**src/rtl/hyper_mem_bist.sv**
```systemverilog
// Memory BIST engine: writes a pattern over an address window, reads it back with pipelined
// outstanding reads and compares in order. Optional first-error capture: HYPER_MEM_BIST_ERR_LOG_EN.
module hyper_mem_bist #(
  parameter int unsigned AddrWidth      = 32,
  parameter int unsigned DataWidth      = 64,
  parameter int unsigned MaxOutstanding = 8,
  parameter int unsigned CntWidth       = 16,
  parameter logic [31:0] Seed           = 32'h0000_ACE1
) (
  input  logic                   clk_i,
  input  logic                   rst_ni,
  input  logic                   start_i,
  input  logic                   abort_i,
  input  logic [1:0]             mode_i,
  input  logic [1:0]             pattern_i,
  input  logic [AddrWidth-1:0]   base_addr_i,
  input  logic [CntWidth-1:0]    num_words_i,
  output logic                   busy_o,
  output logic                   done_o,
  output logic [CntWidth-1:0]    err_cnt_o,
  output logic [AddrWidth-1:0]   first_err_addr_o,
  output logic [DataWidth-1:0]   first_err_rdata_o,
  output logic                   mem_req_o,
  input  logic                   mem_gnt_i,
  output logic                   mem_we_o,
  output logic [AddrWidth-1:0]   mem_addr_o,
  output logic [DataWidth-1:0]   mem_wdata_o,
  output logic [DataWidth/8-1:0] mem_be_o,
  input  logic                   mem_rvalid_i,
  input  logic [DataWidth-1:0]   mem_rdata_i
);

  localparam int unsigned ByteW = DataWidth / 8;
  localparam int unsigned OutW  = $clog2(MaxOutstanding + 1);
  localparam logic [31:0] SeedInit = (Seed == 32'd0) ? 32'd1 : Seed;
  localparam logic [AddrWidth-1:0] AddrStep  = AddrWidth'(ByteW);
  localparam logic [AddrWidth-1:0] AlignMask = ~(AddrWidth'(ByteW - 1));
  localparam logic [OutW-1:0] OutMax = OutW'(MaxOutstanding);

  typedef enum logic [2:0] {
    S_IDLE, S_INIT, S_WRITE, S_READ, S_DRAIN, S_DONE, S_ABORT
  } state_t;

  state_t                 state_reg, state_next;
  logic                   abort_pend_reg, abort_pend_next;
  logic [1:0]             mode_reg, pattern_reg;
  logic [AddrWidth-1:0]   base_reg, addr_reg, rsp_addr_reg;
  logic [CntWidth-1:0]    num_words_reg, idx_reg, err_cnt_reg;
  logic                   rsp_odd_reg;
  logic [31:0]            wr_lfsr_reg, rsp_lfsr_reg;
  logic [OutW-1:0]        outstanding_reg;
  logic                   cmp_valid_reg;
  logic [DataWidth-1:0]   cmp_rdata_reg, cmp_exp_reg;

  logic start_acc, gnt_fire, rd_gnt, rsp_fire, cmp_fire, last_word, cmp_mismatch;
  logic [DataWidth-1:0] wr_addr_ext, rsp_addr_ext, wr_lfsr_rep, rsp_lfsr_rep;

  function automatic logic [31:0] lfsr_step(input logic [31:0] s);
    return (s >> 1) ^ (s[0] ? 32'h8020_0003 : 32'h0);
  endfunction

  function automatic logic [DataWidth-1:0] pattern_word(input logic [1:0] pat,
                                                        input logic [DataWidth-1:0] a_ext,
                                                        input logic [DataWidth-1:0] l_rep,
                                                        input logic odd);
    logic [DataWidth-1:0] w;
    case (pat)
      2'd0:    w = a_ext;
      2'd1:    w = l_rep;
      2'd2:    w = ~a_ext;
      default: w = {DataWidth{odd}};
    endcase
    return w;
  endfunction

  // Address zero-extended/truncated to the data width; LFSR replicated across the word.
  for (genvar gi = 0; gi < DataWidth; gi++) begin : g_bits
    if (gi < AddrWidth) begin : g_addr
      assign wr_addr_ext[gi]  = addr_reg[gi];
      assign rsp_addr_ext[gi] = rsp_addr_reg[gi];
    end else begin : g_zero
      assign wr_addr_ext[gi]  = 1'b0;
      assign rsp_addr_ext[gi] = 1'b0;
    end
    assign wr_lfsr_rep[gi]  = wr_lfsr_reg[gi % 32];
    assign rsp_lfsr_rep[gi] = rsp_lfsr_reg[gi % 32];
  end

  assign start_acc = ((state_reg == S_IDLE) || (state_reg == S_DONE)) && start_i && !abort_i;
  assign mem_req_o = (state_reg == S_WRITE) ||
                     ((state_reg == S_READ) && (outstanding_reg < OutMax));
  assign mem_we_o    = (state_reg == S_WRITE);
  assign mem_addr_o  = addr_reg;
  assign mem_wdata_o = mem_we_o ? pattern_word(pattern_reg, wr_addr_ext, wr_lfsr_rep, idx_reg[0])
                                : '0;
  assign mem_be_o    = '1;

  assign gnt_fire  = mem_req_o && mem_gnt_i;
  assign rd_gnt    = gnt_fire && (state_reg == S_READ);
  assign last_word = (idx_reg == num_words_reg - CntWidth'(1));
  // Responses with nothing outstanding are stray and ignored entirely.
  assign rsp_fire  = mem_rvalid_i && (outstanding_reg != '0);
  assign cmp_fire  = rsp_fire && !abort_pend_reg &&
                     ((state_reg == S_READ) || (state_reg == S_DRAIN));
  assign cmp_mismatch = cmp_valid_reg && (cmp_rdata_reg != cmp_exp_reg);

  assign busy_o    = (state_reg == S_INIT) || (state_reg == S_WRITE) || (state_reg == S_READ) ||
                     (state_reg == S_DRAIN) || (state_reg == S_ABORT);
  assign done_o    = (state_reg == S_DONE);
  assign err_cnt_o = err_cnt_reg;

  always_comb begin
    state_next      = state_reg;
    abort_pend_next = abort_pend_reg;
    case (state_reg)
      S_IDLE, S_DONE: begin
        if (abort_i)      state_next = S_IDLE;
        else if (start_i) state_next = S_INIT;
      end
      S_INIT: begin
        if (abort_i)                     state_next = S_IDLE;
        else if (num_words_reg == '0)    state_next = S_DONE;
        else if (mode_reg == 2'd2)       state_next = S_READ;
        else                             state_next = S_WRITE;
      end
      S_WRITE, S_READ: begin
        // An abort waits for any request already on the bus to be granted.
        if (abort_i || abort_pend_reg) begin
          if (gnt_fire || !mem_req_o) begin
            state_next      = S_ABORT;
            abort_pend_next = 1'b0;
          end else begin
            abort_pend_next = 1'b1;
          end
        end else if (gnt_fire && last_word) begin
          if (state_reg == S_READ)  state_next = S_DRAIN;
          else if (mode_reg == 2'd1) state_next = S_DONE;
          else                       state_next = S_READ;
        end
      end
      S_DRAIN: begin
        if (abort_i) state_next = S_ABORT;
        else if ((outstanding_reg == '0) && !cmp_valid_reg) state_next = S_DONE;
      end
      S_ABORT: begin
        if (outstanding_reg == '0) state_next = S_IDLE;
      end
      default: state_next = S_IDLE;
    endcase
  end

  always_ff @(posedge clk_i) begin
    if (!rst_ni) begin
      state_reg       <= S_IDLE;
      abort_pend_reg  <= 1'b0;
      mode_reg        <= '0;
      pattern_reg     <= '0;
      base_reg        <= '0;
      addr_reg        <= '0;
      rsp_addr_reg    <= '0;
      num_words_reg   <= '0;
      idx_reg         <= '0;
      rsp_odd_reg     <= 1'b0;
      err_cnt_reg     <= '0;
      wr_lfsr_reg     <= SeedInit;
      rsp_lfsr_reg    <= SeedInit;
      outstanding_reg <= '0;
      cmp_valid_reg   <= 1'b0;
      cmp_rdata_reg   <= '0;
      cmp_exp_reg     <= '0;
    end else begin
      state_reg      <= state_next;
      abort_pend_reg <= abort_pend_next;

      if (gnt_fire) begin
        addr_reg <= addr_reg + AddrStep;
        idx_reg  <= idx_reg + CntWidth'(1);
        if (state_reg == S_WRITE) wr_lfsr_reg <= lfsr_step(wr_lfsr_reg);
        if ((state_reg == S_WRITE) && (state_next == S_READ)) begin
          addr_reg <= base_reg;
          idx_reg  <= '0;
        end
      end

      if (rd_gnt && !rsp_fire)      outstanding_reg <= outstanding_reg + OutW'(1);
      else if (!rd_gnt && rsp_fire) outstanding_reg <= outstanding_reg - OutW'(1);

      // Expected data tracks responses, not issue, so it stays aligned with in-order returns.
      cmp_valid_reg <= cmp_fire;
      if (cmp_fire) begin
        cmp_rdata_reg <= mem_rdata_i;
        cmp_exp_reg   <= pattern_word(pattern_reg, rsp_addr_ext, rsp_lfsr_rep, rsp_odd_reg);
        rsp_addr_reg  <= rsp_addr_reg + AddrStep;
        rsp_lfsr_reg  <= lfsr_step(rsp_lfsr_reg);
        rsp_odd_reg   <= ~rsp_odd_reg;
      end

      if (cmp_mismatch && (err_cnt_reg != '1)) err_cnt_reg <= err_cnt_reg + CntWidth'(1);

      if (start_acc) begin
        mode_reg       <= mode_i;
        pattern_reg    <= pattern_i;
        base_reg       <= base_addr_i & AlignMask;
        addr_reg       <= base_addr_i & AlignMask;
        rsp_addr_reg   <= base_addr_i & AlignMask;
        num_words_reg  <= num_words_i;
        idx_reg        <= '0;
        rsp_odd_reg    <= 1'b0;
        wr_lfsr_reg    <= SeedInit;
        rsp_lfsr_reg   <= SeedInit;
        err_cnt_reg    <= '0;
        cmp_valid_reg  <= 1'b0;
        abort_pend_reg <= 1'b0;
      end
    end
  end

`ifdef HYPER_MEM_BIST_ERR_LOG_EN
  logic [AddrWidth-1:0] cmp_addr_reg, first_err_addr_reg;
  logic [DataWidth-1:0] first_err_rdata_reg;
  logic                 err_seen_reg;

  always_ff @(posedge clk_i) begin
    if (!rst_ni) begin
      cmp_addr_reg        <= '0;
      first_err_addr_reg  <= '0;
      first_err_rdata_reg <= '0;
      err_seen_reg        <= 1'b0;
    end else if (start_acc) begin
      first_err_addr_reg  <= '0;
      first_err_rdata_reg <= '0;
      err_seen_reg        <= 1'b0;
    end else begin
      if (cmp_fire) cmp_addr_reg <= rsp_addr_reg;
      if (cmp_mismatch && !err_seen_reg) begin
        err_seen_reg        <= 1'b1;
        first_err_addr_reg  <= cmp_addr_reg;
        first_err_rdata_reg <= cmp_rdata_reg;
      end
    end
  end

  assign first_err_addr_o  = first_err_addr_reg;
  assign first_err_rdata_o = first_err_rdata_reg;
`else
  assign first_err_addr_o  = '0;
  assign first_err_rdata_o = '0;
`endif

endmodule

```
**config.mk**
```make
export PLATFORM = sky130hd
export DESIGN_NAME = hyper_mem_bist
export DESIGN_NICKNAME = d
export VERILOG_FILES = /design/src/rtl/hyper_mem_bist.sv
export SDC_FILE = /design/constraint.sdc
export NUM_CORES = 1
export LEC_CHECK = 0
export CORE_ASPECT_RATIO = 0.7
export CORE_MARGIN = 1
export CORE_UTILIZATION = 44
export DETAILED_ROUTE_END_ITERATION = 8
export GPL_TIMING_DRIVEN = 1
export PLACE_DENSITY = 0.76
export SYNTH_ARGS = -nofsm -noshare
export SYNTH_HDL_FRONTEND = slang
export SYNTH_SLANG_ARGS = --single-unit
export TNS_END_PERCENT = 30
```
**constraint.sdc**
```tcl
create_clock -name clk_i -period 4.2 [get_ports clk_i]
set_clock_uncertainty 0.15 [all_clocks]
set_input_delay 0.84 -clock clk_i [delete_from_list [all_inputs] [get_ports clk_i]]
set_output_delay 0.84 -clock clk_i [all_outputs]
set_load 0.01 [all_outputs]
```
# Yosys cells after proc, flatten, opt, wreduce, memory -nomap -nowiden
# Index checks and enable logic that the tools add are counted.
[totals]
output_inout_bits = 220
input_bits = 122
ff_bits = 347
latchBits = 0
mem_bits_ro = 0
wordCells = 118
ramBits = 0
n_memories = 0
[classes]
muxes = 28
eq_ne = 14
n_reduce_logical = 43
multipliers = 0
shifts = 0
n_div = 0
bitwise_logic = 6
addsub = 7
n_lt_le_gt_ge = 1
[op_table]
columns = ["operator", "count"]
rows = [
  ["case mux 64 bit (3 select lines)", 2],
  ["two-way mux 32 bit", 7],
  ["inverter 32 -> 64 bit", 2],
  ["adder 32 x 4 -> 32 bit, second input constant", 2],
  ["two-way mux 64 bit", 1],
  ["!= test 64 bit", 1],
  ["bitwise XOR 31 x 32 -> 32 bit", 2],
  ["two-way mux 3 bit", 12],
  ["adder 16 x 1 -> 16 bit, second input constant", 2],
  ["equality test 16 bit", 1],
  ["logical NOT 16 bit", 1],
  ["two-way mux 16 bit", 1],
  ["!= test 16 bit, second input constant", 1],
  ["subtractor 16 x 1 -> 16 bit, second input constant", 1],
  ["logical AND 1 bit", 15],
  ["case mux 3 bit (5 select lines)", 1],
  ["equality test 3 x 2 -> 1 bit, second input constant", 3],
  ["equality test 3 bit, second input constant", 3],
  ["logical OR 1 bit", 9],
  ["two-way mux 4 bit", 2],
  ["logical NOT 1 bit", 6],
  ["nonzero test 2 bit", 3],
  ["OR reduction 2 bit", 3],
  ["adder 4 x 1 -> 4 bit, second input constant", 1],
  ["other kinds (12)", 17],
]

# Longest topological paths before layout
# Gate-level depths: netlist of the first run.
[depth]
depth_word = 13
depth_mapped = 11
depth_no_buf = 10

# Worst setup path after synthesis of the first run
# Ideal clock, no wire load.
[synth_path]
path_type = "register to register"
start = "register num_words_reg[7]"
end = "register addr_reg[13] (netlist: mem_addr_o[13])"
synth_period_minus_slack_ns = 3.303
path_stages_with_launch = 9
n_path_buf = 1
required_ns = 3.928
setup_time_ns = 0.122
setup_slack_ns = 0.897
arrival_ns = 3.031
path_cell_list = "dfxtp_1 -> or4_4 -> or4_1 -> or3_1 -> a2111o_1 -> nor4_4 -> buf_4 -> nor3_1 -> a311o_1"
[synth_between]
elab_chain_cells = 11
elab_cells_between_ends = 14
classes_between = "add/sub: 1; eq/ne: 2; mux: 8; reduce/logical: 3"
[synth_lines]
columns = ["item", "line_no", "source"]
rows = [
  ["from (decl)", "48", "logic [CntWidth-1:0] num_words_reg, idx_reg, err_cnt_reg;"],
  ["from (signal assigned)", "206", "num_words_reg <= num_words_i;"],
  ["subtractor 16 x 1 -> 16 bit", "100", "assign last_word = (idx_reg == num_words_reg - CntWidth'(1));"],
  ["equality test 16 bit", "100", ""],
  ["logical AND 1 bit", "135", "end else if (gnt_fire && last_word) begin"],
  ["two-way mux 3 bit", "135", ""],
  ["two-way mux 3 bit", "128", "if (abort_i || abort_pend_reg) begin"],
  ["case mux 3 bit (5 select lines) *", "115", "case (state_reg)"],
  ["equality test 3 x 2 -> 1 bit *", "179", "if ((state_reg == S_WRITE) && (state_next == S_READ)) begin"],
  ["logical AND 1 bit *", "179", ""],
  ["two-way mux 32 bit *", "179", ""],
  ["two-way mux 32 bit *", "175", "if (gnt_fire) begin"],
  ["two-way mux 32 bit *", "200", "if (start_acc) begin"],
  ["to (signal assigned)", "176", "addr_reg <= addr_reg + AddrStep;"],
  ["to (signal assigned)", "180", "addr_reg <= base_reg;"],
  ["to (signal assigned)", "204", "addr_reg <= base_addr_i & AlignMask;"],
  ["to (decl)", "47", "logic [AddrWidth-1:0] base_reg, addr_reg, rsp_addr_reg;"],
]
# Every way passes the cells marked *; elsewhere a longest branch is shown, timed or not. The select of a mux whose other input is x is not followed.
# A chain may end at the register's enable or synchronous reset.

# Worst setup path in the final report of the first run
[layout_path]
start = "register state_reg[1]"
end = "output mem_wdata_o[13]"
[layout_between]
elab_chain_cells = 2
[layout_lines]
columns = ["item", "line_no", "source"]
rows = [
  ["from (decl)", "44", "state_t state_reg, state_next;"],
  ["from (signal assigned)", "172", "state_reg <= state_next;"],
  ["equality test 3 x 2 -> 1 bit", "92", "assign mem_we_o = (state_reg == S_WRITE);"],
  ["two-way mux 64 bit", "94", "assign mem_wdata_o = mem_we_o ? pattern_word(pattern_reg, wr_addr_ext, wr_lfsr_rep, idx_reg[0])"],
  ["to (decl)", "27", "output logic [DataWidth-1:0] mem_wdata_o,"],
]
# No other way between the ends.

==> impl_metrics.sql, run 1 <==
INSERT INTO impl_metrics (metric_group, metric, value, unit) VALUES
('status', 'status', 'completed', ''),
('critical_path', 'cp.required', '3.21', 'ns'),
('timing', 'timing_hold_violations_final', '0', ''),
('critical_path', 'crit_path_cell_trace', 'nand2_1 -> inv_1 -> nand2_1 -> buf_4 -> a211oi_1 -> clkdlybuf4s50_1', ''),
('place', 'place_ws', '0.479', 'ns'),
('die', 'floorplan.io_pins', '342', ''),
('die', 'die-width', '241', 'µm'),
('timing', 'final_critical_path_required_period', '3.86', 'ns'),
('place', 'dp_hpwl', '38700', 'µm'),
('timing', 'worstMarginPinSlew', '1.20', 'ns'),
('layout', 'largest_register_ffs', '64', ''),
('timing', 'timing.final.setup_violations', '0', ''),
('routing', 'drtIter0Drc', '1818', ''),
('place', 'place.port_buffers', '234', ''),
('routing', 'viasPerCell', '5.64', ''),
('clocking', 'clock_latency', '0.53', 'ns'),
('synthesis', 'synthArstFlopShare', '0', '%'),
('critical_path', 'arrival', '2.87', 'ns'),
('layout', 'nNetsFinal', '2615', ''),
('critical_path', 'end_of_the_worst_register_to_register_path', 'idx_reg[6]$_SDFFE_PP0P_', ''),
('synthesis', 'ys_dominant_reg_cell', 'sky130_fd_sc_hd__dfxtp_1', ''),
('critical_path', 'critPathTopFamily', 'buffers and inverters', ''),
('die', 'die_y', '169', 'µm'),
('layout', 'n_fill_cell', '3594', ''),
('pwr', 'power.static_leakage', '0.00757', 'µW'),
('routing', 'route.final.wire_length', '55300', 'µm'),
('global_routing', 'pin_count_of_the_biggest_net_entering_global_routing', '123', ''),
('hold_path', 'worstHoldStart', 'base_reg[21]$_SDFFE_PN0P_', ''),
('critical_path', 'critical-path-slowest-cell', 'sky130_fd_sc_hd__clkdlybuf4s50_1', ''),
('timing', 'final_total_negative_setup_slack', '0', 'ns'),
('routing', 'detail_route.drc_violations', '0', ''),
('routing', 'detailedRoute.firstPassIterationCount', '8', ''),
('die', 'fp-row-count', '60', ''),
('timing', 'finalMaxSlewViolations', '0', ''),
('synthesis', 'synth_commonest_cells', '527 x sky130_fd_sc_hd__nand2_1, 341 x sky130_fd_sc_hd__dfxtp_1, 295 x sky130_fd_sc_hd__a21oi_1', ''),
('clocking', 'clkSinkCount', '341', ''),
('layout', 'syn2layout_area_growth', '20.8', '%'),
('global_routing', 'grt_pass1_vias', '15500', ''),
('global_routing', 'grt_overflow', '0', ''),
('pwr', 'maximum_vdd_drop', '0.000245', 'V'),
('clocking', 'clk_transition_reported_paths', '0.06', 'ns'),
('critical_path', 'worstSetupStartpointType', 'flop', ''),
('synthesis', 'post_synth_instance_area', '17600', 'µm²'),
('layout', 'post_route_cells_drive_above_1_share', '4.70', '%'),
('routing', 'drtAntennaViolNets', '0', ''),
('pwr', 'power_density', '379', 'nW/µm²'),
('synthesis', 'synthesis.yosys.warnings', '0', ''),
('job', 'drv_cap', '0', ''),
('synthesis', 'synth.distinct_cells', '55', ''),
('place', 'place_congestion', '0.911', ''),
('hold_path', 'holdPathEnd', 'base_reg[21]$_SDFFE_PN0P_', ''),
('synthesis', 'number_of_synthesized_flops_with_an_enable_pin', '0', ''),
('clocking', 'cts_max_level', '2', ''),
('timing', 'postLayoutSetupSlackWorst', '0.342', 'ns'),
('global_routing', 'grt_first_pass_wirelength', '84700', 'µm'),
('critical_path', 'critical_path.max_stage_delay', '0.62', 'ns'),
('synthesis', 'synth.ff_latch_count', '341', ''),
('critical_path', 'rrSetupSlack', '0.49', 'ns'),
('timing', 'slew_headroom', '19.1', '%'),
('clocking', 'max-clock-path-buffers', '3', ''),
('synthesis', 'yosys-top-cells-area', 'sky130_fd_sc_hd__dfxtp_1 39%, sky130_fd_sc_hd__nand2_1 11%, sky130_fd_sc_hd__a21oi_1 8.4%, sky130_fd_sc_hd__xor2_1 5.4%, sky130_fd_sc_hd__a211oi_1 4.8%', ''),
('routing', 'detailroute.via_count', '17100', ''),
('global_routing', 'grt_antenna_before_repair', '2', ''),
('timing', 'unrepaired_setup_endpoints_after_global_routing', 'false', ''),
('clocking', 'cts_repair_resize_count', '0', ''),
('critical_path', 'worst_r2r_startpoint', 'num_words_reg[7]$_SDFFE_PN0P_', ''),
('synthesis', 'syn-instance-count', '2342', ''),
('clocking', 'cts_buffers', '35', ''),
('hold_path', 'worstHoldPathCells', '2', ''),
('critical_path', 'worstPathMaxFanout', '32', ''),
('synthesis', 'synth_most_common_cell', 'sky130_fd_sc_hd__nand2_1', '');
-- stage by stage --
step           hold WS, ns  cells  cell area, µm²  total power [µW]  utilization (%)
2_1_floorplan        0.286   2444           17900              4300                -
3_3_place_gp         0.293   2974           19900              4650             51.3
3_5_place_dp         0.296   2974           19900              4680             51.3
4_1_cts              0.309   3037           21200              8070             54.5
5_1_grt              0.324   3038           21200              8340             54.5
6_report             0.308   3039           21200              8050             54.6
-- kinds of logic after synthesis --
group	Yosys count	share of synthesized area, %
AND/OR/NAND/NOR	990	24.9
multiplexers	5	0.285
buffers and inverters	292	8.55
other	2	0.0428
adder cells (fa/ha/maj)	9	0.684
AO/OA/AOI/OAI	544	18.8
XOR/XNOR	159	7.93
flip-flops	341	38.9
-- cell type report --
cell class	instances	area share (%)
well taps	527	3.11
inverters	20	0.377
multi-input cells	1811	45.5
flip-flops and latches	341	32.2
clock buffers	52	5.10
clock inverters	11	0.873
repair buffers	275	12.8
diodes	2	0.0236
-- report_power, final --
part / internal [µW] / switching [µW]
logic: 455 / 675
registers: 3340 / 157
clock network: 2090 / 1320
total: 5890 / 2150
-- per-layer routing --
metal,track usage [%],up-vias,share of wire (%)
met5,0,-,0
met2,38.1,744,43
met1,38.7,8188,45
met3,5.03,97,9.0
li1,-,8118,-
met4,7.98,0,2.6
-- worst min-delay path, delay by kind of cell (launching register included) --
family / cells / cell delay (ns)
AO/OA/AOI/OAI: 1 / 0.05
flip-flops: 1 / 0.31
AND/OR/NAND/NOR: 1 / 0.05
-- cells in the final DEF, fill, tap and decap left out, drive strengths merged, types with 3 or more instances in the layout --
master	netlist	final
nand2	527	527
dfxtp	341	341
a21oi	295	295
clkdlybuf4s50	0	234
nor2	171	171
a211oi	113	113
xor2	109	109
conb	2	104
nand3	69	69
nor3	53	53
clkbuf	148	52
xnor2	50	50
buf	124	41
a31oi	35	35
nor2b	32	32
nand4	29	29
nor4	29	29
o21ai	26	26
o311ai	23	23
and3	22	22
a21o	22	22
inv	19	20
or3	15	15
nand2b	12	12
and4	10	10
ha	8	8
mux2i	5	5
a311o	5	5
bufinv	0	5
or4	5	5
nand3b	4	4
or2	4	4
o31ai	4	4
clkinv	1	4
o22ai	3	3
-- how the worst max path moves through the flow --
stage | from | end | slack [ns] | cells past startpoint
final | state_reg[1]$_SDFF_PN0_ | mem_wdata_o[13] | 0.34 | 6
after floorplan | num_words_reg[7]$_SDFFE_PN0P_ | mem_addr_o[13]$_SDFFE_PN0P_ | 0.90 | 8
after CTS | state_reg[1]$_SDFF_PN0_ | mem_wdata_o[15] | 0.39 | 6
after detailed placement | abort_i | idx_reg[15]$_SDFFE_PP0P_ | 0.48 | 10
after global routing | state_reg[1]$_SDFF_PN0_ | mem_wdata_o[15] | 0.18 | 6
after global placement | abort_i | idx_reg[12]$_SDFFE_PP0P_ | 0.53 | 10
(Power assumes the default switching activity.)
==> run 2, diff against run 1 <==
--- a/config.mk
+++ b/config.mk
@@ -11,6 +11,7 @@
 export DETAILED_ROUTE_END_ITERATION = 8
 export GPL_TIMING_DRIVEN = 1
 export PLACE_DENSITY = 0.76
+export SLEW_MARGIN = 20
 export SYNTH_ARGS = -nofsm -noshare
 export SYNTH_HDL_FRONTEND = slang
 export SYNTH_SLANG_ARGS = --single-unit
==> run 2 against run 1 <==
Critical path depth unchanged. Sequential cell count unchanged. Combinational power about the same. Register-to-register slack got worse by 0.02 ns. Core utilization is essentially flat. Routed wire length decreased by 0.12%. Non-clock buffer count stayed put. Sequential power about the same. Via count shrank 0.54%. Clock power hardly changed. Critical endpoint is now mem_wdata_o[15]. Largest power group unchanged. Highest routed layer unchanged.
==> impl_metrics.sql, run 2 (synthesized netlist as in run 1, its figures left out) <==
INSERT INTO impl_metrics (metric_group, metric, value, unit) VALUES
('global_routing', 'grt_antenna_before_repair', '2', ''),
('die', 'floorplan.io_pins', '342', ''),
('critical_path', 'arrival', '2.89', 'ns'),
('layout', 'layout_commonest_cell', 'sky130_fd_sc_hd__nand2_1', ''),
('timing', 'worstMarginPinSlew', '1.02', 'ns'),
('place', 'placed_area', '19900', 'µm²'),
('critical_path', 'worstPathMaxFanout', '32', ''),
('critical_path', 'timing.setup.critical_path_class', 'reg2out', ''),
('critical_path', 'cp_most_frequent_cell', 'sky130_fd_sc_hd__nand2_1', ''),
('place', 'dp_hpwl', '38700', 'µm'),
('timing', 'final_total_negative_setup_slack', '0', 'ns'),
('status', 'status', 'completed', ''),
('die', 'start_util', '45.2', '%'),
('critical_path', 'critical-path-slowest-cell', 'sky130_fd_sc_hd__clkdlybuf4s50_1', ''),
('routing', 'routedWlPerCell', '18.2', 'µm'),
('timing', 'fmaxAchievable', '258', 'MHz'),
('timing', 'unrepaired_setup_endpoints_after_global_routing', 'false', ''),
('die', 'area_of_the_core', '38900', 'µm²'),
('routing', 'viasPerCell', '5.61', ''),
('layout', 'regArea', '6830', 'µm²'),
('global_routing', 'grt_overflow', '0', ''),
('die', 'dieArea', '40700', 'µm²'),
('layout', 'syn2layout_area_growth', '20.9', '%'),
('routing', 'detailedRoute.firstPassIterationCount', '6', ''),
('timing', 'timing.final.setup_violations', '0', ''),
('timing', 'fin_crit_sh', '92.4', '%'),
('clocking', 'clockRootBuffer', 'sky130_fd_sc_hd__clkbuf_16', ''),
('pwr', 'maximum_vdd_drop', '0.000244', 'V'),
('timing', 'finalMaxSlewViolations', '0', ''),
('routing', 'route.final.wire_length', '55200', 'µm'),
('clocking', 'clk_transition_reported_paths', '0.06', 'ns'),
('layout', 'largest_register_ffs', '64', ''),
('layout', 'post-route-cell-area', '21200', 'µm²'),
('global_routing', 'grt_pass1_vias', '15500', ''),
('timing', 'slew_headroom', '31.7', '%'),
('place', 'place_congestion', '0.911', ''),
('critical_path', 'cp.required', '3.21', 'ns'),
('clocking', 'clock_latency', '0.53', 'ns'),
('layout', 'post_route_cells_drive_above_1_share', '4.78', '%'),
('clocking', 'cts_repair_resize_count', '0', ''),
('hold_path', 'min_path_type', 'reg2reg', ''),
('pwr', 'power_density', '379', 'nW/µm²'),
('die', 'die-width', '241', 'µm'),
('clocking', 'cts_hold_buffers', '0', ''),
('clocking', 'max-clock-path-buffers', '3', ''),
('place', 'place.port_buffers', '234', ''),
('timing', 'final_critical_path_required_period', '3.88', 'ns'),
('clocking', 'clkSinkCount', '341', ''),
('layout', 'multiInputGateArea', '9670', 'µm²'),
('die', 'fp-row-count', '60', ''),
('routing', 'drtIter0Drc', '1829', ''),
('clocking', 'postCtsSetupRepairBufs', '0', ''),
('clocking', 'cts_max_level', '2', ''),
('layout', 'nNetsFinal', '2615', ''),
('global_routing', 'gr-usage-all-layers', '26.2', '%'),
('routing', 'detailroute.via_count', '17100', ''),
('clocking', 'clock_tree_from_tritoncts', 'yes', ''),
('clocking', 'cts_buffers', '35', ''),
('pwr', 'power.static_leakage', '0.00758', 'µW'),
('global_routing', 'pin_count_of_the_biggest_net_entering_global_routing', '123', ''),
('global_routing', 'grt_first_pass_wirelength', '84700', 'µm'),
('routing', 'drtAntennaViolNets', '0', ''),
('routing', 'detail_route.drc_violations', '0', ''),
('layout', 'mostFrequentLayoutCells', '525 x sky130_fd_sc_hd__nand2_1, 339 x sky130_fd_sc_hd__dfxtp_1, 295 x sky130_fd_sc_hd__a21oi_1', ''),
('die', 'die_y', '169', 'µm'),
('job', 'drv_cap', '0', ''),
('critical_path', 'worstSetupStartpointType', 'flop', ''),
('critical_path', 'end_kind', 'output port', ''),
('layout', 'n_fill_cell', '3596', ''),
('timing', 'timing_hold_violations_final', '0', ''),
('critical_path', 'critical_path.max_stage_delay', '0.62', 'ns'),
('critical_path', 'crit_path_cell_trace', 'nand2_1 -> inv_1 -> nand2_1 -> buf_4 -> a211oi_1 -> clkdlybuf4s50_1', '');
[run 2: cell types whose count changed in the layout (fill, tap and decap cells not counted)]
cell | previous run | this run
sky130_fd_sc_hd__o41ai_2 | 0 | 1
sky130_fd_sc_hd__nand2_2 | 1 | 2
sky130_fd_sc_hd__o41ai_1 | 2 | 1
sky130_fd_sc_hd__nand2_1 | 526 | 525
[run 2: final cells by class]
type	count	area share [%]
well taps	527	3.11
inverters	20	0.377
multi-input cells	1811	45.5
clock buffers	52	5.10
flip-flops and latches	341	32.2
repair buffers	275	12.8
diodes	2	0.0236
clock inverters	11	0.872
[run 2: through the flow]
step / cells / util (%) / hold slack [ns] / total power (µW) / worst slack [ns]
final: 3039 / 54.6 / 0.308 / 8050 / 0.321
after CTS: 3037 / 54.5 / 0.309 / 8070 / 0.387
after floorplan: 2444 / - / 0.286 / 4300 / 0.897
after global routing: 3038 / 54.6 / 0.324 / 8340 / 0.168
after global placement: 2974 / 51.3 / 0.293 / 4650 / 0.527
after detailed placement: 2974 / 51.3 / 0.296 / 4680 / 0.479
[run 2: worst paths after layout]
path,start,end,slack (ns),cells after the start
worst max-delay path,state_reg[1]$_SDFF_PN0_,mem_wdata_o[15],0.32,6
worst min-delay path,base_reg[21]$_SDFFE_PN0P_,base_reg[21]$_SDFFE_PN0P_,0.31,2
worst max register to register,num_words_reg[7]$_SDFFE_PN0P_,idx_reg[5]$_SDFFE_PP0P_,0.47,9
worst min register to register,base_reg[21]$_SDFFE_PN0P_,base_reg[21]$_SDFFE_PN0P_,0.31,2
[run 2: routing by layer]
metal	part of all wire, %	GRT usage (%)
met1	45	38.7
met3	9.2	5.03
met4	2.7	7.98
met2	43	38.1
met5	0	0
[run 2: worst max-delay path: cells and delay by family, from the launching register on]
kind,cells,cell delay [ns]
buffers and inverters,3,1.10
DFF,1,0.61
AOI/OAI and AO/OA,1,0.34
and+or+nand+nor,2,0.31
[run 2: where the power goes]
group | leakage [µW] | switching (µW) | internal, µW
registers | 0.00276 | 161 | 3340
clock network | 0.000620 | 1320 | 2090
logic | 0.00420 | 675 | 457
==> run 3, diff against run 2 <==
--- a/config.mk
+++ b/config.mk
@@ -11,6 +11,7 @@
 export DETAILED_ROUTE_END_ITERATION = 8
 export GPL_TIMING_DRIVEN = 1
 export PLACE_DENSITY = 0.76
+export RECOVER_POWER = 50
 export SLEW_MARGIN = 20
 export SYNTH_ARGS = -nofsm -noshare
 export SYNTH_HDL_FRONTEND = slang
==> run 3 against run 2 <==
Sequential share of layout area is 0.076 points higher. Die area stayed put. Worst hold slack hardly changed. Sequential cell count stayed put. Sequential power hardly changed. Via count is 0.39% higher. Critical path depth stayed put. Non-clock buffer count stayed put. Final cell count stayed put. Register-to-register slack worse by 0.02 ns. Cell area is 0.24% lower. Total power is 0.23% lower. Critical path type unchanged. Critical endpoint unchanged. Largest cell class unchanged.
==> impl_metrics.sql, run 3 (synthesized netlist as in run 1, its figures left out) <==
INSERT INTO impl_metrics (metric_group, metric, value, unit) VALUES
('status', 'status', 'completed', ''),
('pwr', 'power.static_leakage', '0.00771', 'µW'),
('pwr', 'netSwitchingPower', '2150', 'µW'),
('place', 'place.port_buffers', '234', ''),
('layout', 'mostFrequentLayoutCells', '525 x sky130_fd_sc_hd__nand2_1, 339 x sky130_fd_sc_hd__dfxtp_1, 295 x sky130_fd_sc_hd__a21oi_1', ''),
('place', 'dp_hpwl', '38700', 'µm'),
('clocking', 'cts_hold_buffers', '0', ''),
('hold_path', 'min_path_type', 'reg2reg', ''),
('timing', 'final_critical_path_required_period', '3.89', 'ns'),
('timing', 'fin_crit_sh', '92.7', '%'),
('die', 'die-width', '241', 'µm'),
('timing', 'worstMarginPinSlew', '1.41', 'ns'),
('pwr', 'power_switching_share', '26.8', '%'),
('layout', 'nNetsFinal', '2615', ''),
('pwr', 'pwr-share-seq', '43.6', '%'),
('timing', 'fmaxAchievable', '257', 'MHz'),
('global_routing', 'grt_overflow', '0', ''),
('layout', 'largest_register_ffs', '64', ''),
('hold_path', 'holdPathEnd', 'base_reg[21]$_SDFFE_PN0P_', ''),
('die', 'start_util', '45.2', '%'),
('critical_path', 'r2r_cell_count', '9', ''),
('clocking', 'clkSinkCount', '341', ''),
('timing', 'fin_worst_hold_slack', '0.307', 'ns'),
('routing', 'viasPerCell', '5.63', ''),
('global_routing', 'pin_count_of_the_biggest_net_entering_global_routing', '123', ''),
('clocking', 'cts_repair_resize_count', '0', ''),
('clocking', 'max-clock-path-buffers', '3', ''),
('critical_path', 'worstSetupStartpointType', 'flop', ''),
('routing', 'detailroute.via_count', '17100', ''),
('clocking', 'clock_latency', '0.52', 'ns'),
('die', 'die_y', '169', 'µm'),
('routing', 'drtIter0Drc', '1757', ''),
('critical_path', 'worstPathMaxFanout', '32', ''),
('timing', 'timing_hold_violations_final', '0', ''),
('clocking', 'clock_tree_from_tritoncts', 'yes', ''),
('die', 'fp-row-count', '60', ''),
('layout', 'syn2layout_area_growth', '20.6', '%'),
('timing', 'unrepaired_setup_endpoints_after_global_routing', 'false', ''),
('clocking', 'clockRootBuffer', 'sky130_fd_sc_hd__clkbuf_16', ''),
('timing', 'timing.final.setup_violations', '0', ''),
('timing', 'slew_headroom', '5.92', '%'),
('routing', 'detail_route.drc_violations', '0', ''),
('critical_path', 'cp.required', '3.21', 'ns'),
('routing', 'route.final.wire_length', '55200', 'µm'),
('pwr', 'share_comb_of_total_power', '13.9', '%'),
('job', 'drv_cap', '0', ''),
('pwr', 'maximum_vdd_drop', '0.000243', 'V'),
('hold_path', 'worstHoldPathCells', '2', ''),
('critical_path', 'rrSetupSlack', '0.45', 'ns'),
('timing', 'final_total_negative_setup_slack', '0', 'ns'),
('global_routing', 'grt_first_pass_wirelength', '84700', 'µm'),
('global_routing', 'gr-usage-all-layers', '26.2', '%'),
('die', 'area_of_the_core', '38900', 'µm²'),
('die', 'floorplan.io_pins', '342', ''),
('routing', 'drtAntennaViolNets', '0', ''),
('critical_path', 'timing.setup.critical_path_class', 'reg2out', ''),
('clocking', 'clk_transition_reported_paths', '0.06', 'ns'),
('place', 'place_congestion', '0.911', ''),
('global_routing', 'grt_pass1_vias', '15500', ''),
('layout', 'layout_commonest_cell', 'sky130_fd_sc_hd__nand2_1', ''),
('clocking', 'cts_buffers', '35', ''),
('routing', 'routedWlPerCell', '18.2', 'µm'),
('critical_path', 'end_kind', 'output port', ''),
('routing', 'detailedRoute.firstPassIterationCount', '5', ''),
('global_routing', 'grt_antenna_before_repair', '2', ''),
('pwr', 'power_density', '379', 'nW/µm²'),
('critical_path', 'worst_r2r_startpoint', 'num_words_reg[7]$_SDFFE_PN0P_', ''),
('pwr', 'internal-power', '5880', 'µW'),
('timing', 'finalMaxSlewViolations', '0', ''),
('critical_path', 'end_of_the_worst_register_to_register_path', 'idx_reg[8]$_SDFFE_PP0P_', ''),
('clocking', 'postCtsSetupRepairBufs', '0', ''),
('pwr', 'clock_power_share', '42.5', '%'),
('critical_path', 'arrival', '2.90', 'ns'),
('die', 'dieArea', '40700', 'µm²'),
('layout', 'post_route_cells_drive_above_1_share', '4.50', '%'),
('clocking', 'cts_max_level', '2', ''),
('pwr', 'fin_total_pwr', '8030', 'µW'),
('hold_path', 'worstHoldStart', 'base_reg[21]$_SDFFE_PN0P_', '');
## run 3: cell types whose count changed in the layout (fill, tap and decap cells not counted), sizes merged
cell / delta
dlygate4sd3: +50
clkdlybuf4s50: -50
buf: -7
clkbuf: +7
## run 3: worst max-delay path, stage by stage, from the launching register on
cell and delay [ns]:
sky130_fd_sc_hd__dfxtp_1 0.60, sky130_fd_sc_hd__nand2_1 0.24, sky130_fd_sc_hd__inv_1 0.24, sky130_fd_sc_hd__nand2_1 0.07, sky130_fd_sc_hd__buf_4 0.25, sky130_fd_sc_hd__a211oi_1 0.34, sky130_fd_sc_hd__clkdlybuf4s50_1 0.62
## run 3: stage by stage
stage / instances / instance area [µm²] / setup WS [ns] / util [%]
final: 3039 / 21200 / 0.307 / 54.4
after global routing: 3038 / 21200 / 0.168 / 54.4
after CTS: 3037 / 21200 / 0.387 / 54.5
after detailed placement: 2974 / 19900 / 0.479 / 51.3
after global placement: 2974 / 19900 / 0.527 / 51.3
after floorplan: 2444 / 17900 / 0.897 / -
## run 3: worst max path at each step
stage,start,slack (ns),to,cells after the start
6_report,state_reg[1]$_SDFF_PN0_,0.31,mem_wdata_o[15],6
5_1_grt,state_reg[1]$_SDFF_PN0_,0.17,mem_wdata_o[15],6
4_1_cts,state_reg[1]$_SDFF_PN0_,0.39,mem_wdata_o[15],6
3_3_place_gp,abort_i,0.53,idx_reg[12]$_SDFFE_PP0P_,10
2_1_floorplan,num_words_reg[7]$_SDFFE_PN0P_,0.90,mem_addr_o[13]$_SDFFE_PN0P_,8
3_5_place_dp,abort_i,0.48,idx_reg[15]$_SDFFE_PP0P_,10
## run 3: final cells by class
type | count | area (µm²)
fillers | 3608 | 17700
multi-input cells | 1811 | 9650
flip-flops and latches | 341 | 6830
repair buffers | 275 | 2680
clock buffers | 52 | 1080
well taps | 527 | 659
clock inverters | 11 | 185
inverters | 20 | 80.1
diodes | 2 | 5.00
## run 3: power groups by stage
stage               combinational [µW]  sequential (µW)  clock (µW)
global route                      1220             3520        3590
CTS                               1120             3500        3450
detailed placement                1110             3570           0
finish                            1120             3500        3410
global placement                  1090             3560           0
floorplan                          781             3520           0
## run 3: routing by layer
metal | vias up | wire (µm) | track usage (%)
met5 | - | 0 | 0
met3 | 97 | 5730 | 5.03
met1 | 8156 | 24200 | 38.7
li1 | 8116 | - | -
met4 | 0 | 1430 | 7.98
met2 | 752 | 23800 | 38.1
